## src/rtl/key_switch_conditioner.sv

```systemverilog
// Purpose: conditions raw board buttons and slide switches into clean synchronous levels and press pulses.
// Latency: KEY_LVL/KEY_PRESS DEBOUNCE_CYCLES+3 edges; SW_OUT 2 edges (DEBOUNCE_CYCLES+3 with SW_DEBOUNCE_EN).
// Backpressure: none; free-running level path, outputs update every cycle. Optional macro: SW_DEBOUNCE_EN.
module key_switch_conditioner #(
  parameter int DEBOUNCE_CYCLES = 500000,
  parameter int CNT_WIDTH       = 20
) (
  input  logic       CLK,
  input  logic       RESET_N,
  input  logic [1:0] KEY,
  input  logic [7:0] SW,
  output logic [1:0] KEY_LVL,
  output logic [1:0] KEY_PRESS,
  output logic [7:0] SW_OUT
);

  // Terminal count: a change is accepted when the wait counter reaches this value
  // while the input still disagrees with the accepted level.
  localparam logic [CNT_WIDTH-1:0] CNT_LAST = CNT_WIDTH'(DEBOUNCE_CYCLES - 1);
  localparam logic [CNT_WIDTH-1:0] CNT_ZERO = '0;
  localparam logic [CNT_WIDTH-1:0] CNT_ONE  = CNT_WIDTH'(1);

  typedef enum logic [1:0] {
    IDLE         = 2'd0,
    PRESS_WAIT   = 2'd1,
    PRESSED      = 2'd2,
    RELEASE_WAIT = 2'd3
  } db_state_t;

  logic [1:0] key_s1, key_s2;
  logic [7:0] sw_s1, sw_s2;
  logic [1:0] kp;

  // Two-flop synchronizers; keys restart released so a held key is re-detected after reset.
  always_ff @(posedge CLK) begin
    if (!RESET_N) begin
      key_s1 <= 2'b11;
      key_s2 <= 2'b11;
      sw_s1  <= 8'h00;
      sw_s2  <= 8'h00;
    end else begin
      key_s1 <= KEY;
      key_s2 <= key_s1;
      sw_s1  <= SW;
      sw_s2  <= sw_s1;
    end
  end

  // Buttons are active-low on the board; the debouncers work in pressed=1 terms.
  assign kp = ~key_s2;

  for (genvar i = 0; i < 2; i++) begin : g_key
    db_state_t            state_q, state_d;
    logic [CNT_WIDTH-1:0] cnt_q, cnt_d;
    logic                 lvl_q, lvl_d;
    logic                 press_q, press_d;

    // Key debounce state, counter and registered outputs.
    always_ff @(posedge CLK) begin
      if (!RESET_N) begin
        state_q <= IDLE;
        cnt_q   <= CNT_ZERO;
        lvl_q   <= 1'b0;
        press_q <= 1'b0;
      end else begin
        state_q <= state_d;
        cnt_q   <= cnt_d;
        lvl_q   <= lvl_d;
        press_q <= press_d;
      end
    end

    // Next-state: any disagreeing sample restarts the wait; only a completed press wait pulses.
    always_comb begin
      state_d = state_q;
      cnt_d   = cnt_q;
      lvl_d   = lvl_q;
      press_d = 1'b0;
      case (state_q)
        IDLE: begin
          if (kp[i]) begin
            state_d = PRESS_WAIT;
            cnt_d   = CNT_ZERO;
          end
        end
        PRESS_WAIT: begin
          if (!kp[i]) begin
            state_d = IDLE;
            cnt_d   = CNT_ZERO;
          end else if (cnt_q == CNT_LAST) begin
            state_d = PRESSED;
            cnt_d   = CNT_ZERO;
            lvl_d   = 1'b1;
            press_d = 1'b1;
          end else begin
            cnt_d = cnt_q + CNT_ONE;
          end
        end
        PRESSED: begin
          if (!kp[i]) begin
            state_d = RELEASE_WAIT;
            cnt_d   = CNT_ZERO;
          end
        end
        RELEASE_WAIT: begin
          if (kp[i]) begin
            state_d = PRESSED;
            cnt_d   = CNT_ZERO;
          end else if (cnt_q == CNT_LAST) begin
            state_d = IDLE;
            cnt_d   = CNT_ZERO;
            lvl_d   = 1'b0;
          end else begin
            cnt_d = cnt_q + CNT_ONE;
          end
        end
        default: begin
          state_d = IDLE;
          cnt_d   = CNT_ZERO;
          lvl_d   = 1'b0;
        end
      endcase
    end

    assign KEY_LVL[i]   = lvl_q;
    assign KEY_PRESS[i] = press_q;
  end

`ifdef SW_DEBOUNCE_EN
  for (genvar j = 0; j < 8; j++) begin : g_sw
    db_state_t            state_q, state_d;
    logic [CNT_WIDTH-1:0] cnt_q, cnt_d;
    logic                 lvl_q, lvl_d;

    // Switch debounce state, counter and registered level.
    always_ff @(posedge CLK) begin
      if (!RESET_N) begin
        state_q <= IDLE;
        cnt_q   <= CNT_ZERO;
        lvl_q   <= 1'b0;
      end else begin
        state_q <= state_d;
        cnt_q   <= cnt_d;
        lvl_q   <= lvl_d;
      end
    end

    // Same filter as the keys, level only: a switch flip has no pulse meaning.
    always_comb begin
      state_d = state_q;
      cnt_d   = cnt_q;
      lvl_d   = lvl_q;
      case (state_q)
        IDLE: begin
          if (sw_s2[j]) begin
            state_d = PRESS_WAIT;
            cnt_d   = CNT_ZERO;
          end
        end
        PRESS_WAIT: begin
          if (!sw_s2[j]) begin
            state_d = IDLE;
            cnt_d   = CNT_ZERO;
          end else if (cnt_q == CNT_LAST) begin
            state_d = PRESSED;
            cnt_d   = CNT_ZERO;
            lvl_d   = 1'b1;
          end else begin
            cnt_d = cnt_q + CNT_ONE;
          end
        end
        PRESSED: begin
          if (!sw_s2[j]) begin
            state_d = RELEASE_WAIT;
            cnt_d   = CNT_ZERO;
          end
        end
        RELEASE_WAIT: begin
          if (sw_s2[j]) begin
            state_d = PRESSED;
            cnt_d   = CNT_ZERO;
          end else if (cnt_q == CNT_LAST) begin
            state_d = IDLE;
            cnt_d   = CNT_ZERO;
            lvl_d   = 1'b0;
          end else begin
            cnt_d = cnt_q + CNT_ONE;
          end
        end
        default: begin
          state_d = IDLE;
          cnt_d   = CNT_ZERO;
          lvl_d   = 1'b0;
        end
      endcase
    end

    assign SW_OUT[j] = lvl_q;
  end
`else
  // Switches only need metastability protection; the second stage is already a flop.
  assign SW_OUT = sw_s2;
`endif

endmodule

```

## config.mk

```make
export PLATFORM = sky130hd
export DESIGN_NAME = key_switch_conditioner
export DESIGN_NICKNAME = d
export VERILOG_FILES = /design/src/rtl/key_switch_conditioner.sv
export SDC_FILE = /design/constraint.sdc
export NUM_CORES = 1
export LEC_CHECK = 0
export CELL_PAD_IN_SITES_DETAIL_PLACEMENT = 2
export CELL_PAD_IN_SITES_GLOBAL_PLACEMENT = 2
export CORE_MARGIN = 2
export CORE_UTILIZATION = 42
export CTS_BUF_LIST = sky130_fd_sc_hd__clkbuf_4 sky130_fd_sc_hd__clkbuf_8 sky130_fd_sc_hd__clkbuf_16
export CTS_CLUSTER_SIZE = 30
export DETAILED_ROUTE_END_ITERATION = 6
export DONT_BUFFER_PORTS = 1
export HOLD_SLACK_MARGIN = 0.08
export PLACE_DENSITY = 0.86
export SETUP_SLACK_MARGIN = 0.05
export SLEW_MARGIN = 10
export SYNTH_ARGS = -nofsm -noshare
export SYNTH_HDL_FRONTEND = slang
export SYNTH_SLANG_ARGS = --single-unit
```

## constraint.sdc

```tcl
create_clock -name CLK -period 3.35 [get_ports CLK]
set_input_delay 0.1675 -clock CLK [delete_from_list [all_inputs] [get_ports CLK]]
set_output_delay 0.1675 -clock CLK [all_outputs]
set_load 0.05 [all_outputs]
```

=== Word-level counts from Yosys, hierarchy flattened ===
Cells that the tools add are included.

* Eq/ne operators: 24
* $add $sub $neg: 2
* Bitwise gates (word level): 1
* Reductions and logical operators: 12
* Multiplexer cells: 38

{| class="wikitable"
|+ Operator list
! operator !! count
|-
| 2-to-1 mux 20 bit || 10
|-
| case mux 20 bit (4 select lines) || 2
|-
| adder 20 x 1 -> 20 bit (second input constant) || 2
|-
| equality test 20 x 19 -> 1 bit (second input constant) || 2
|-
| 2-to-1 mux 2 bit || 12
|-
| != test 2 bit (second input constant) || 12
|-
| case mux 2 bit (4 select lines) || 2
|-
| != test 3 bit (second input constant) || 4
|-
| 2-to-1 mux 1 bit || 10
|-
| AND reduction 5 bit || 2
|-
| equality test 2 bit (second input constant) || 4
|-
| AND reduction 4 bit || 2
|-
| AND reduction 3 bit || 2
|-
| equality test 2 x 1 -> 1 bit (second input constant) || 2
|-
| zero test 2 bit || 2
|-
| case mux 1 bit (2 select lines) || 2
|-
| AND reduction 2 bit || 2
|-
| nonzero test 2 bit || 2
|-
| NOT 2 bit || 1
|}

* Output and inout port bits: 12
* Register bits after elaboration: 68
* Bits of input ports: 12

=== Logic depth before layout (Yosys ltp) ===
Gate-level depths: netlist of the first run.

* Depth in word-level cells: 4
* Depth in mapped cells: 8

=== Least setup slack after synthesis of the first run ===
Ideal clock, no wire load.

* Kind: register to register
* Start point: reg g_key[0].cnt_q[0]
* End point: reg g_key[0].cnt_q[7]
* Slack: 1,406 ps
* Library setup time: 74 ps
* Arrival time: 1,870 ps
* Clock period less this slack: 1,944 ps
* Buffers on the path: 2
* Cell stages (with the launch flop): 9
* Cell sequence: dfxtp_1 -> ha_1 -> and3_1 -> and4_1 -> a211oi_2 -> buf_2 -> buf_2 -> o21ai_0 -> a31oi_1

* Word-level cells in the longest chain between the ends: 4

{| class="wikitable"
|+ RTL lines
! what !! RTL line !! text
|-
| start: declaration || 54 || <nowiki>logic [CNT_WIDTH-1:0] cnt_q, cnt_d;</nowiki>
|-
| start signal: assignment || 67 || <nowiki>cnt_q <= cnt_d;</nowiki>
|-
| adder 20 x 1 -> 20 bit or equality test 20 x 19 -> 1 bit (tied branches) || n/a ||
|-
| 2-to-1 mux 20 bit (*) || 90, 109 ||
|-
| 2-to-1 mux 20 bit (on tied branches) || 106, 87 ||
|-
| case mux 20 bit (4 select lines) (*) || 79 || <nowiki>case (state_q)</nowiki>
|}

Every way passes the cells marked *; elsewhere a longest branch is shown, timed or not.
A chain may end at the register's enable or synchronous reset.

=== Final worst setup path of the first run ===
* Start point: reg key_s2[1]
* End point: reg g_key[1].cnt_q[10]

* Word-level cells in the longest chain between the ends: 3

{| class="wikitable"
|+ RTL lines
! what !! RTL line !! text
|-
| start: declaration || 30 || <nowiki>logic [1:0] key_s1, key_s2;</nowiki>
|-
| start signal: assignment || 43 || <nowiki>key_s2 <= key_s1;</nowiki>
|-
| NOT 2 bit (*) || 50 || <nowiki>assign kp = ~key_s2;</nowiki>
|-
| 2-to-1 mux 20 bit (tied with other cells) || 106 || <nowiki>if (kp[i]) begin</nowiki>
|-
| case mux 20 bit (4 select lines) or AND reduction 2 bit (tied branches) || n/a ||
|-
| end signal: assignment || 67 ||
|-
| end: declaration || 54 ||
|}

Marks and branches as above.

==> reports/qor.csv, run 1 <==
stage,metric,value,unit
worst_setup_path,worstPathMaxFanout,11,
finish,drive_above_1_share,0.0807,
global_route,globalRouteTotalUtil,0.265,
worst_setup_path,end_kind,flop,
worst_setup_path,cpMaxStageDelayCell,sky130_fd_sc_hd__or4_1,
sta,hold_viol_final,0,
floorplanning,die-area,7820,um^2
power_and_ir_drop,power_density,501,nW/um^2
synth,synth-edff-count,0,
finish,layoutNonFillerInstCount,443,
finish,design.final.nets,356,
finish,finish.utilization,0.494,
finish,antenna-diode-count,0,
synth,synthTopCellsByCount,"sky130_fd_sc_hd__dfxtp_1 (68), sky130_fd_sc_hd__nand2_1 (27), sky130_fd_sc_hd__nor2_1 (25)",
drt,post-route-drc-count,0,
synth,avgSynthCellArea,9.01,um^2
worst_setup_path,cp_data_required_time,3.60,ns
clocking,root_buffer,sky130_fd_sc_hd__clkbuf_8,
synth,synthTopCellsByArea,"sky130_fd_sc_hd__dfxtp_1 (45%), sky130_fd_sc_hd__and2_1 (3.8%), sky130_fd_sc_hd__nand3_1 (3.5%), sky130_fd_sc_hd__nand2_1 (3.4%), sky130_fd_sc_hd__mux2i_1 (3.3%)",
power_and_ir_drop,p_leak,1.22,nW
drt,detail_route.first_pass.iterations,4,
run_status,run_status,"complete, no violations",
floorplanning,die_w,88.4,um
clocking,cts_hold_repair.buffers,11,
sta,setup_viol,0,
synth,synth.yosys.warnings,0,
worst_setup_path,worst_path_largest_cell_delay,0.58,ns
drt,routed.top_layer,met4,
sta,final.setup.tns,0,ns
clocking,post_cts_setup_buffer_count,0,
synth,number_of_distinct_library_cells_after_synthesis,49,
synth,ys.flop_type,sky130_fd_sc_hd__dfxtp_1,
hold_path,hold_class,primary input to flop,
synth,synth_top_area_cell,sky130_fd_sc_hd__dfxtp_1,
clocking,tritoncts_clock_tree,yes,
global_route,globalRoute.totalOverflow,0,
drt,1st_iter_drt_viols,83,
synth,post_synth_inst_count,332,
placement,hpwl,5480,um
synth,synth-seq-cells,68,
synth,post-synth-top-area-fraction,0.455,
floorplanning,ioPinCount,24,
sta,drv_slew,0,
floorplanning,core_footprint,6830,um^2
placement,place.detailed.instances,416,
drt,route.vias.total,2597,
sta,max_freq,424,MHz
global_route,grt_pass1_wl,15300,um
clocking,h_tree_levels,3,
clocking,clock_path_buffers,2,
power_and_ir_drop,peakVddDrop,359,uV
worst_setup_path,crit_chain,xnor2_1 > nor2_1 > or4_1 > a21o_1 > a22o_1,
clocking,cts_inserted_buffers,9,
synth,seq_area_frac_synth,0.455,
placement,io_buffer_count,0,
job,max_cap_violations,0,
clocking,clock_sinks,68,
worst_setup_path,setup.worst_path.start_class,flop,
clocking,clk-insertion-delay-late,0.36,ns
floorplanning,die_h,88.4,um
sta,skew,0.0142,ns
finish,area_growth_synth_to_finish,12.8,%
power_and_ir_drop,p_total,0.00169,W
clocking,cts.repair.resized,0,
drt,average_wire_per_standard_cell,21.4,um
synth,async_flop_share,0,
floorplanning,initial_utilization,0.438,
sta,worstMarginPinSlew,0.879,ns
synth,netlist_area,2990,um^2
finish,final_area,3380,um^2
worst_setup_path,cp.arrival,2.61,ns
sta,minimum_clock_period,2.36,ns
global_route,grt_start_max_net_pins,25,
drt,finalWirelength,9490,um
synth,syn_nets,346,
global_route,antenna_violations_before_repair,0,
worst_setup_path,criticalPathCategory,flop to flop,
placement,globalplace.congestion,0.840,
drt,routed_met1_length,4330,um
sta,post-route-period-util,0.705,
drt,met2_length,4670,um
floorplanning,fp-row-count,30,
sta,rsz_0062_raised_after_global_routing,no,
drt,routed_antenna_nets,0,
global_route,via_count_of_the_first_global_routing_pass,2865,
worst_setup_path,critical_path.n_buffers_inverters,0,
drt,wl_met3,291,um
clocking,cts.clk_slew.worst_paths,0.09,ns
sta,relSlewSlack,0.412,
drt,via_per_inst,5.86,
worst_setup_path,critical_path.top_delay_family,simple AND/OR/NAND/NOR gates,
synth,synth_most_common_cell,sky130_fd_sc_hd__dfxtp_1,
placement,placed_area,3040,um^2
==> metrics by stage <==
stage               hold slack (ns)  setup slack (ns)
detailed placement            0.246              1.17
finish                       0.0954             0.989
floorplan                     0.269              1.41
global placement              0.251              1.24
CTS                          0.0929              1.05
global route                  0.122             0.707
==> layout by cell type, fill, tap and decap left out, types with 4 or more instances in the layout <==
master,instances
sky130_fd_sc_hd__mux2i_1,10
sky130_fd_sc_hd__inv_1,9
sky130_fd_sc_hd__and4_1,6
sky130_fd_sc_hd__a22o_1,7
sky130_fd_sc_hd__nand2b_1,7
sky130_fd_sc_hd__nor2_1,25
sky130_fd_sc_hd__nor3_1,4
sky130_fd_sc_hd__and3_1,7
sky130_fd_sc_hd__dfxtp_1,68
sky130_fd_sc_hd__dlygate4sd3_1,11
sky130_fd_sc_hd__a31oi_1,14
sky130_fd_sc_hd__a21o_1,7
sky130_fd_sc_hd__nand3_1,21
sky130_fd_sc_hd__nand4_1,6
sky130_fd_sc_hd__xnor2_1,8
sky130_fd_sc_hd__nand2_1,27
sky130_fd_sc_hd__nor4_1,9
sky130_fd_sc_hd__and2_1,18
sky130_fd_sc_hd__or3_1,8
sky130_fd_sc_hd__a21oi_1,19
sky130_fd_sc_hd__clkbuf_8,9
sky130_fd_sc_hd__o21ai_0,4
==> registers in the layout (all words and copies together) (netlist names), named ones only <==
signal and cells:
SW_OUT 8, g_key.cnt_q 40, g_key.press_q 2, key_s2 2, g_key.lvl_q 2, sw_s1 8, key_s1 2, g_key.state_q 2
==> metal layers <==
metal,vias to the layer above,GRT usage
met3,18,0.0616
met5,-,0
met2,47,0.442
li1,1222,-
met1,1310,0.332
met4,0,0.102
==> power by group <==
| group | total (W) | switching (W) | internal [W] |
|---|---|---|---|
| Clock | 0.000778 | 0.000356 | 0.000423 |
| Sequential | 0.000848 | 0.0000266 | 0.000821 |
| Combinational | 0.0000647 | 0.0000397 | 0.0000250 |
| Total | 0.00169 | 0.000422 | 0.00127 |
==> kinds of logic after synthesis <==
group,count (synthesis),synth area share
buffers and inverters,25,0.0431
XOR/XNOR,9,0.0263
adder cells (fa/ha/maj),2,0.00836
AND/OR/NAND/NOR,152,0.287
multiplexers,10,0.0334
AO/OA/AOI/OAI,66,0.147
flip-flops,68,0.455
==> layout make-up <==
type | count | area (um^2)
clock inverter | 7 | 98.8
timing repair buffer | 14 | 133
clock buffer | 9 | 124
fill | 735 | 3450
multi-input combinational | 239 | 1500
sequential | 68 | 1360
inverter | 10 | 37.5
tap | 96 | 120
==> worst register-to-register path, stage by stage, from the launching register on <==
cell and delay (ns):
sky130_fd_sc_hd__dfxtp_1 0.37, sky130_fd_sc_hd__xnor2_1 0.49, sky130_fd_sc_hd__nor2_1 0.37, sky130_fd_sc_hd__or4_1 0.58
sky130_fd_sc_hd__a21o_1 0.20, sky130_fd_sc_hd__a22o_1 0.23
==> worst paths after layout <==
kind / end / slack [ns] / cells past startpoint / startpoint
max: g_key[1].cnt_q[10] / 0.99 / 5 / key_s2[1]
min: g_key[1].cnt_q[7] / 0.1 / 2 / RESET_N
max reg2reg: g_key[1].cnt_q[10] / 0.99 / 5 / key_s2[1]
min reg2reg: key_s2[0] / 0.43 / 1 / key_s1[0]
(Power assumes the default switching activity.)
==> run 2, diff against run 1 <==
- ABC_AREA: default -> 1
- CORE_UTILIZATION: 42 -> 35
- PLACE_DENSITY: 0.86 -> 0.82
- clock period: 3.35 -> 2.45 ns (I/O delays scaled with it)
==> run 2 against run 1 <==
Against the previous run:
- sequential power rose by 38%
- count of clock-buffer cells in the layout did not move
- clock power rose by 34%
- final area rose by 13%
- first-iteration DRC count rose by 60%
- core utilization fell by 8.5 points
- synthesized cell count rose by 56%
- sequential share of layout area fell by 4.5 points
- combinational power rose to 3.0 times the previous value
- final cell count rose by 49%
- critical path type unchanged
- largest cell class unchanged
- highest routed layer unchanged
==> reports/qor.csv, run 2 <==
stage,metric,value,unit
sta,relSlewSlack,0.430,
sta,worstMarginPinSlew,0.854,ns
synth,synthTopCellsByCount,"sky130_fd_sc_hd__nand2_1 (159), sky130_fd_sc_hd__inv_1 (73), sky130_fd_sc_hd__dfxtp_1 (68)",
synth,synth_top_area_cell,sky130_fd_sc_hd__dfxtp_1,
sta,rsz_0062_raised_after_global_routing,no,
synth,number_of_distinct_library_cells_after_synthesis,32,
synth,synth-seq-cells,68,
finish,design.final.nets,541,
clocking,tritoncts_clock_tree,yes,
drt,routed_antenna_nets,0,
drt,1st_iter_drt_viols,133,
synth,synth_most_common_cell,sky130_fd_sc_hd__nand2_1,
job,max_cap_violations,0,
finish,finish.utilization,0.409,
floorplanning,die_w,102,um
global_route,grt_pass1_wl,20500,um
clocking,clock_path_buffers,2,
finish,area_growth_synth_to_finish,12.8,%
sta,final.setup.tns,0,ns
synth,netlist_area,3370,um^2
clocking,cts.clk_slew.worst_paths,0.10,ns
placement,pre_cts_setup_slack,0.481,ns
floorplanning,core_footprint,9280,um^2
worst_setup_path,slack_of_the_worst_reg_to_reg_path,0.20,ns
worst_setup_path,cp.arrival,2.48,ns
finish,regMostFlops,g_key.cnt_q,
global_route,globalRoute.totalOverflow,0,
floorplanning,fp-row-count,35,
drt,finalWirelength,13100,um
worst_setup_path,worstPathMaxFanout,5,
synth,async_flop_share,0,
drt,via_per_inst,5.19,
placement,io_buffer_count,0,
drt,route.vias.total,3433,
synth,synthTopCellsByArea,"sky130_fd_sc_hd__dfxtp_1 (40%), sky130_fd_sc_hd__nand2_1 (18%), sky130_fd_sc_hd__inv_1 (8.1%), sky130_fd_sc_hd__nor2_1 (7.1%), sky130_fd_sc_hd__nand3_1 (4.6%)",
synth,syn_nets,531,
synth,post-synth-top-area-fraction,0.404,
drt,average_wire_per_standard_cell,19.9,um
global_route,via_count_of_the_first_global_routing_pass,3859,
placement,globalplace.congestion,0.834,
clocking,clk-insertion-delay-late,0.37,ns
run_status,run_status,"complete, no violations",
floorplanning,die-area,10400,um^2
sta,skew,0.0291,ns
global_route,antenna_violations_before_repair,0,
floorplanning,ioPinCount,24,
clocking,h_tree_levels,3,
finish,largest_register_ff_count,40,
power_and_ir_drop,p_leak,1.52,nW
clocking,cts_inserted_buffers,9,
synth,synth.yosys.warnings,0,
synth,synth-edff-count,0,
sta,post-route-period-util,0.920,
floorplanning,die_h,102,um
sta,setup_slack,0.195,ns
floorplanning,initial_utilization,0.363,
global_route,grt_start_max_net_pins,35,
finish,antenna-diode-count,0,
drt,detail_route.first_pass.iterations,4,
sta,max_freq,443,MHz
finish,most-common-layout-cells,"sky130_fd_sc_hd__nand2_1 (159), sky130_fd_sc_hd__inv_1 (73), sky130_fd_sc_hd__dfxtp_1 (68)",
global_route,globalRouteTotalUtil,0.264,
synth,ys.flop_type,sky130_fd_sc_hd__dfxtp_1,
clocking,clock_sinks,68,
worst_setup_path,setup.worst_path.start_class,flop,
worst_setup_path,criticalPathCategory,flop to flop,
worst_setup_path,cp_data_required_time,2.67,ns
sta,minimum_clock_period,2.25,ns
drt,post-route-drc-count,0,
synth,avgSynthCellArea,6.51,um^2
sta,hold_viol_final,0,
finish,layout.cells.most_common,sky130_fd_sc_hd__nand2_1,
synth,post_synth_inst_count,517,
finish,drive_above_1_share,0.0639,
clocking,root_buffer,sky130_fd_sc_hd__clkbuf_8,
worst_setup_path,end_kind,flop,
sta,drv_slew,0,
placement,hpwl,7540,um
hold_path,hold_class,primary input to flop,
power_and_ir_drop,peakVddDrop,253,uV
power_and_ir_drop,power_density,632,nW/um^2
synth,seq_area_frac_synth,0.404,
sta,setup_viol,0,
[run 2: routing by layer]
metal / wire [um] / vias to the layer above / track usage
met2: 6980 / 64 / 0.482
li1: - / 1636 / -
met4: 607 / 0 / 0.139
met5: 0 / - / 0
met1: 5200 / 1693 / 0.285
met3: 343 / 40 / 0.0554
[run 2: where the power goes]
group	internal (W)	leakage, nW	switching (W)
combinational	0.0000519	0.863	0.000144
clock	0.000489	0.102	0.000552
sequential	0.00113	0.553	0.0000359
total	0.00167	1.52	0.000732
[run 2: worst max-delay path, cell delays in order, from the launching register on]
cell and delay, ns:
sky130_fd_sc_hd__dfxtp_1 0.45, sky130_fd_sc_hd__ha_1 0.31, sky130_fd_sc_hd__nand2_1 0.10, sky130_fd_sc_hd__nor2_1 0.19
sky130_fd_sc_hd__nand2_1 0.20, sky130_fd_sc_hd__nor2_1 0.31, sky130_fd_sc_hd__nand2_1 0.17, sky130_fd_sc_hd__nor2_1 0.18
sky130_fd_sc_hd__nand3_1 0.10, sky130_fd_sc_hd__nand2_1 0.07, sky130_fd_sc_hd__nor2_1 0.04
[run 2: cell families after synthesis]
| family | share of synthesized area |
|---|---|
| AND/OR/NAND/NOR | 0.378 |
| AO/OA/AOI/OAI | 0.0869 |
| adder cells (fa/ha/maj) | 0.00743 |
| flip-flops | 0.404 |
| buffers and inverters | 0.108 |
| XOR/XNOR | 0.0156 |
[run 2: worst paths after layout]
check	from	cells past startpoint	to
max	g_key[1].cnt_q[0]	10	g_key[1].cnt_q[14]
min	RESET_N	2	g_key[1].cnt_q[7]
max reg2reg	g_key[1].cnt_q[0]	10	g_key[1].cnt_q[14]
min reg2reg	key_s1[1]	1	key_s2[1]
[run 2: final cells by class]
| class | instances | area (um^2) |
|---|---|---|
| fillers | 1140 | 5480 |
| multi-input cells | 360 | 1640 |
| flip-flops and latches | 68 | 1360 |
| inverters | 74 | 278 |
| well taps | 129 | 161 |
| repair buffers | 14 | 148 |
| clock buffers | 9 | 124 |
| clock inverters | 7 | 83.8 |
[run 2: metrics by stage]
step | power (W) | instances | cell area (um^2) | hold slack (ns)
global route | 0.00248 | 661 | 3800 | 0.284
floorplan | 0.00130 | 517 | 3370 | 0.220
CTS | 0.00238 | 661 | 3800 | 0.226
finish | 0.00240 | 661 | 3800 | 0.229
detailed placement | 0.00135 | 632 | 3450 | 0.230
global placement | 0.00133 | 632 | 3450 | 0.221
[run 2: timing repair]
action,in CTS,in global routing
hold buffers,13,0
endpoints found under the hold margin,37,0
resized for setup,0,0
setup buffers,0,0
==> run 3, diff against run 2 <==
--- a/config.mk
+++ b/config.mk
@@ -18,5 +18,4 @@
 export PLACE_DENSITY = 0.82
 export SETUP_SLACK_MARGIN = 0.05
-export SLEW_MARGIN = 10
 export SYNTH_ARGS = -nofsm -noshare
 export SYNTH_HDL_FRONTEND = slang
==> constraint.sdc (replaced) <==
create_clock -name CLK -period 2.45 [get_ports CLK]
set_input_delay 0.6125 -clock CLK [delete_from_list [all_inputs] [get_ports CLK]]
set_output_delay 0.6125 -clock CLK [all_outputs]
set_load 0.05 [all_outputs]
==> run 3 against run 2 <==
Against the previous run:
- flip-flop and latch count unchanged
- largest power group unchanged
- power decreased by 4.2%
- count of clock-buffer cells in the layout unchanged
- worst setup slack gained 0.26 ns
- highest routed layer unchanged
- first-iteration DRC count is 43% lower
- critical endpoint unchanged
==> reports/qor.csv, run 3 (synthesis gave the netlist of run 2 again) <==
stage,metric,value,unit
clocking,h_tree_levels,3,
drt,1st_iter_drt_viols,76,
placement,hpwl,7540,um
global_route,antenna_violations_before_repair,0,
job,max_cap_violations,0,
finish,largest_register_ff_count,40,
clocking,clk-insertion-delay-late,0.36,ns
finish,num-fill-cells,1156,
worst_setup_path,end_kind,flop,
sta,relSlewSlack,0.474,
placement,place.detailed.instances,632,
global_route,via_count_of_the_first_global_routing_pass,3503,
global_route,globalRouteTotalUtil,0.213,
sta,setup_slack,0.453,ns
clocking,post_cts_setup_buffer_count,0,
sta,max_freq,501,MHz
worst_setup_path,cp_data_required_time,2.67,ns
worst_setup_path,criticalPathCategory,flop to flop,
drt,average_wire_per_standard_cell,16.1,um
finish,layoutNonFillerInstCount,648,
floorplanning,die-area,10400,um^2
worst_setup_path,r2r.worst_path.cells,8,
floorplanning,ioPinCount,24,
worst_setup_path,worstPathMaxFanout,12,
finish,layout.cells.most_common,sky130_fd_sc_hd__nand2_1,
power_and_ir_drop,peakVddDrop,238,uV
sta,worstMarginPinSlew,0.789,ns
drt,post-route-drc-count,0,
worst_setup_path,worst_reg2reg_endpoint,g_key[1].cnt_q[14],
placement,pre_cts_setup_slack,0.481,ns
finish,antenna-diode-count,0,
sta,post-route-period-util,0.815,
drt,via_per_inst,4.97,
run_status,run_status,"complete, no violations",
floorplanning,die_w,102,um
clocking,clock_sinks,68,
finish,regMostFlops,g_key.cnt_q,
drt,detail_route.first_pass.iterations,4,
clocking,root_buffer,sky130_fd_sc_hd__clkbuf_8,
sta,skew,0.0113,ns
global_route,grt_pass1_wl,17100,um
sta,final.setup.tns,0,ns
finish,most-common-layout-cells,"sky130_fd_sc_hd__nand2_1 (159), sky130_fd_sc_hd__inv_1 (73), sky130_fd_sc_hd__dfxtp_1 (68)",
hold_path,hold_start,SW[3],
worst_setup_path,rr_startpoint,g_key[1].cnt_q[0],
finish,design.final.nets,528,
floorplanning,core_footprint,9280,um^2
hold_path,whs_endpoint,sw_s1[3],
worst_setup_path,cp.arrival,2.22,ns
placement,globalplace.congestion,0.834,
drt,routed_antenna_nets,0,
power_and_ir_drop,power_density,629,nW/um^2
sta,setup_viol,0,
hold_path,hold_class,primary input to flop,
clocking,cts_inserted_buffers,9,
placement,io_buffer_count,0,
clocking,cts.repair.resized,0,
worst_setup_path,slack_of_the_worst_reg_to_reg_path,0.45,ns
sta,rsz_0062_raised_after_global_routing,no,
drt,route.vias.total,3218,
clocking,tritoncts_clock_tree,yes,
global_route,grt_start_max_net_pins,37,
clocking,clock_path_buffers,2,
finish,drive_above_1_share,0.0636,
sta,hold_viol_final,0,
floorplanning,initial_utilization,0.363,
hold_path,whs_path_depth,2,
global_route,globalRoute.totalOverflow,0,
drt,finalWirelength,10500,um
floorplanning,die_h,102,um
clocking,cts.clk_slew.worst_paths,0.09,ns
worst_setup_path,setup.worst_path.start_class,flop,
finish,area_of_the_multi_input_gates,1640,um^2
finish,area_growth_synth_to_finish,8.66,%
sta,minimum_clock_period,2.00,ns
clocking,cts_hold_repair.buffers,0,
sta,drv_slew,0,
power_and_ir_drop,p_leak,1.46,nW
floorplanning,fp-row-count,35,
finish,layout.area.seq,1360,um^2
[run 3: changes by cell type in the layout (fill, tap and decap cells not counted), sizes merged]
cell,delta
dlygate4sd3,-12
buf,-1
[run 3: layout make-up]
type	instances	share of cell area
Multi-Input combinational cell	360	0.449
Timing Repair Buffer	1	0.00205
Inverter	74	0.0759
Sequential cell	68	0.372
Clock inverter	7	0.0229
Clock buffer	9	0.0338
Tap cell	129	0.0441
[run 3: worst max-delay path by stage]
stage | startpoint | to | slack (ns) | depth (start not counted)
6_report | g_key[1].cnt_q[0] | g_key[1].cnt_q[14] | 0.45 | 8
5_1_grt | g_key[1].cnt_q[0] | g_key[1].cnt_q[14] | 0.23 | 8
4_1_cts | g_key[1].cnt_q[0] | g_key[1].cnt_q[14] | 0.44 | 10
3_5_place_dp | g_key[1].cnt_q[0] | g_key[1].cnt_q[14] | 0.48 | 8
3_3_place_gp | g_key[1].cnt_q[0] | g_key[1].cnt_q[14] | 0.67 | 8
2_1_floorplan | g_key[1].cnt_q[0] | g_key[1].cnt_q[14] | 0.92 | 10
[run 3: through the flow]
stage / util / hold WS (ns) / power, W / instance area (um^2)
final: 0.394 / 0.350 / 0.00230 / 3660
after global routing: 0.394 / 0.333 / 0.00241 / 3660
after CTS: 0.394 / 0.332 / 0.00235 / 3660
after detailed placement: 0.372 / 0.406 / 0.00135 / 3450
after global placement: 0.372 / 0.393 / 0.00133 / 3450
after floorplan: - / 0.390 / 0.00130 / 3370
[run 3: routing by layer]
| metal | global-route usage | up-vias | wire length (um) | part of all wire |
|---|---|---|---|---|
| met5 | 0 | - | 0 | 0 |
| met4 | 0.0646 | 0 | 115 | 0.011 |
| met3 | 0.0376 | 11 | 146 | 0.014 |
| met2 | 0.400 | 23 | 5600 | 0.54 |
| met1 | 0.244 | 1584 | 4590 | 0.44 |
| li1 | - | 1600 | - | - |
[run 3: worst max-delay path, cell delays in order (launching register included)]
cell                       delay (ns)
sky130_fd_sc_hd__dfxtp_1         0.40
sky130_fd_sc_hd__ha_1            0.27
sky130_fd_sc_hd__nand3_1         0.13
sky130_fd_sc_hd__nor2_1          0.17
sky130_fd_sc_hd__inv_1           0.07
sky130_fd_sc_hd__o21bai_1        0.14
sky130_fd_sc_hd__nand2_1         0.16
sky130_fd_sc_hd__nand2_1         0.42
sky130_fd_sc_hd__nor2_1          0.11
[run 3: where the power goes]
part	leakage (nW)	internal, W	switching [W]
clock	0.102	0.000488	0.000495
sequential	0.553	0.00113	0.0000322
combinational	0.807	0.0000361	0.000122
total	1.46	0.00165	0.000649
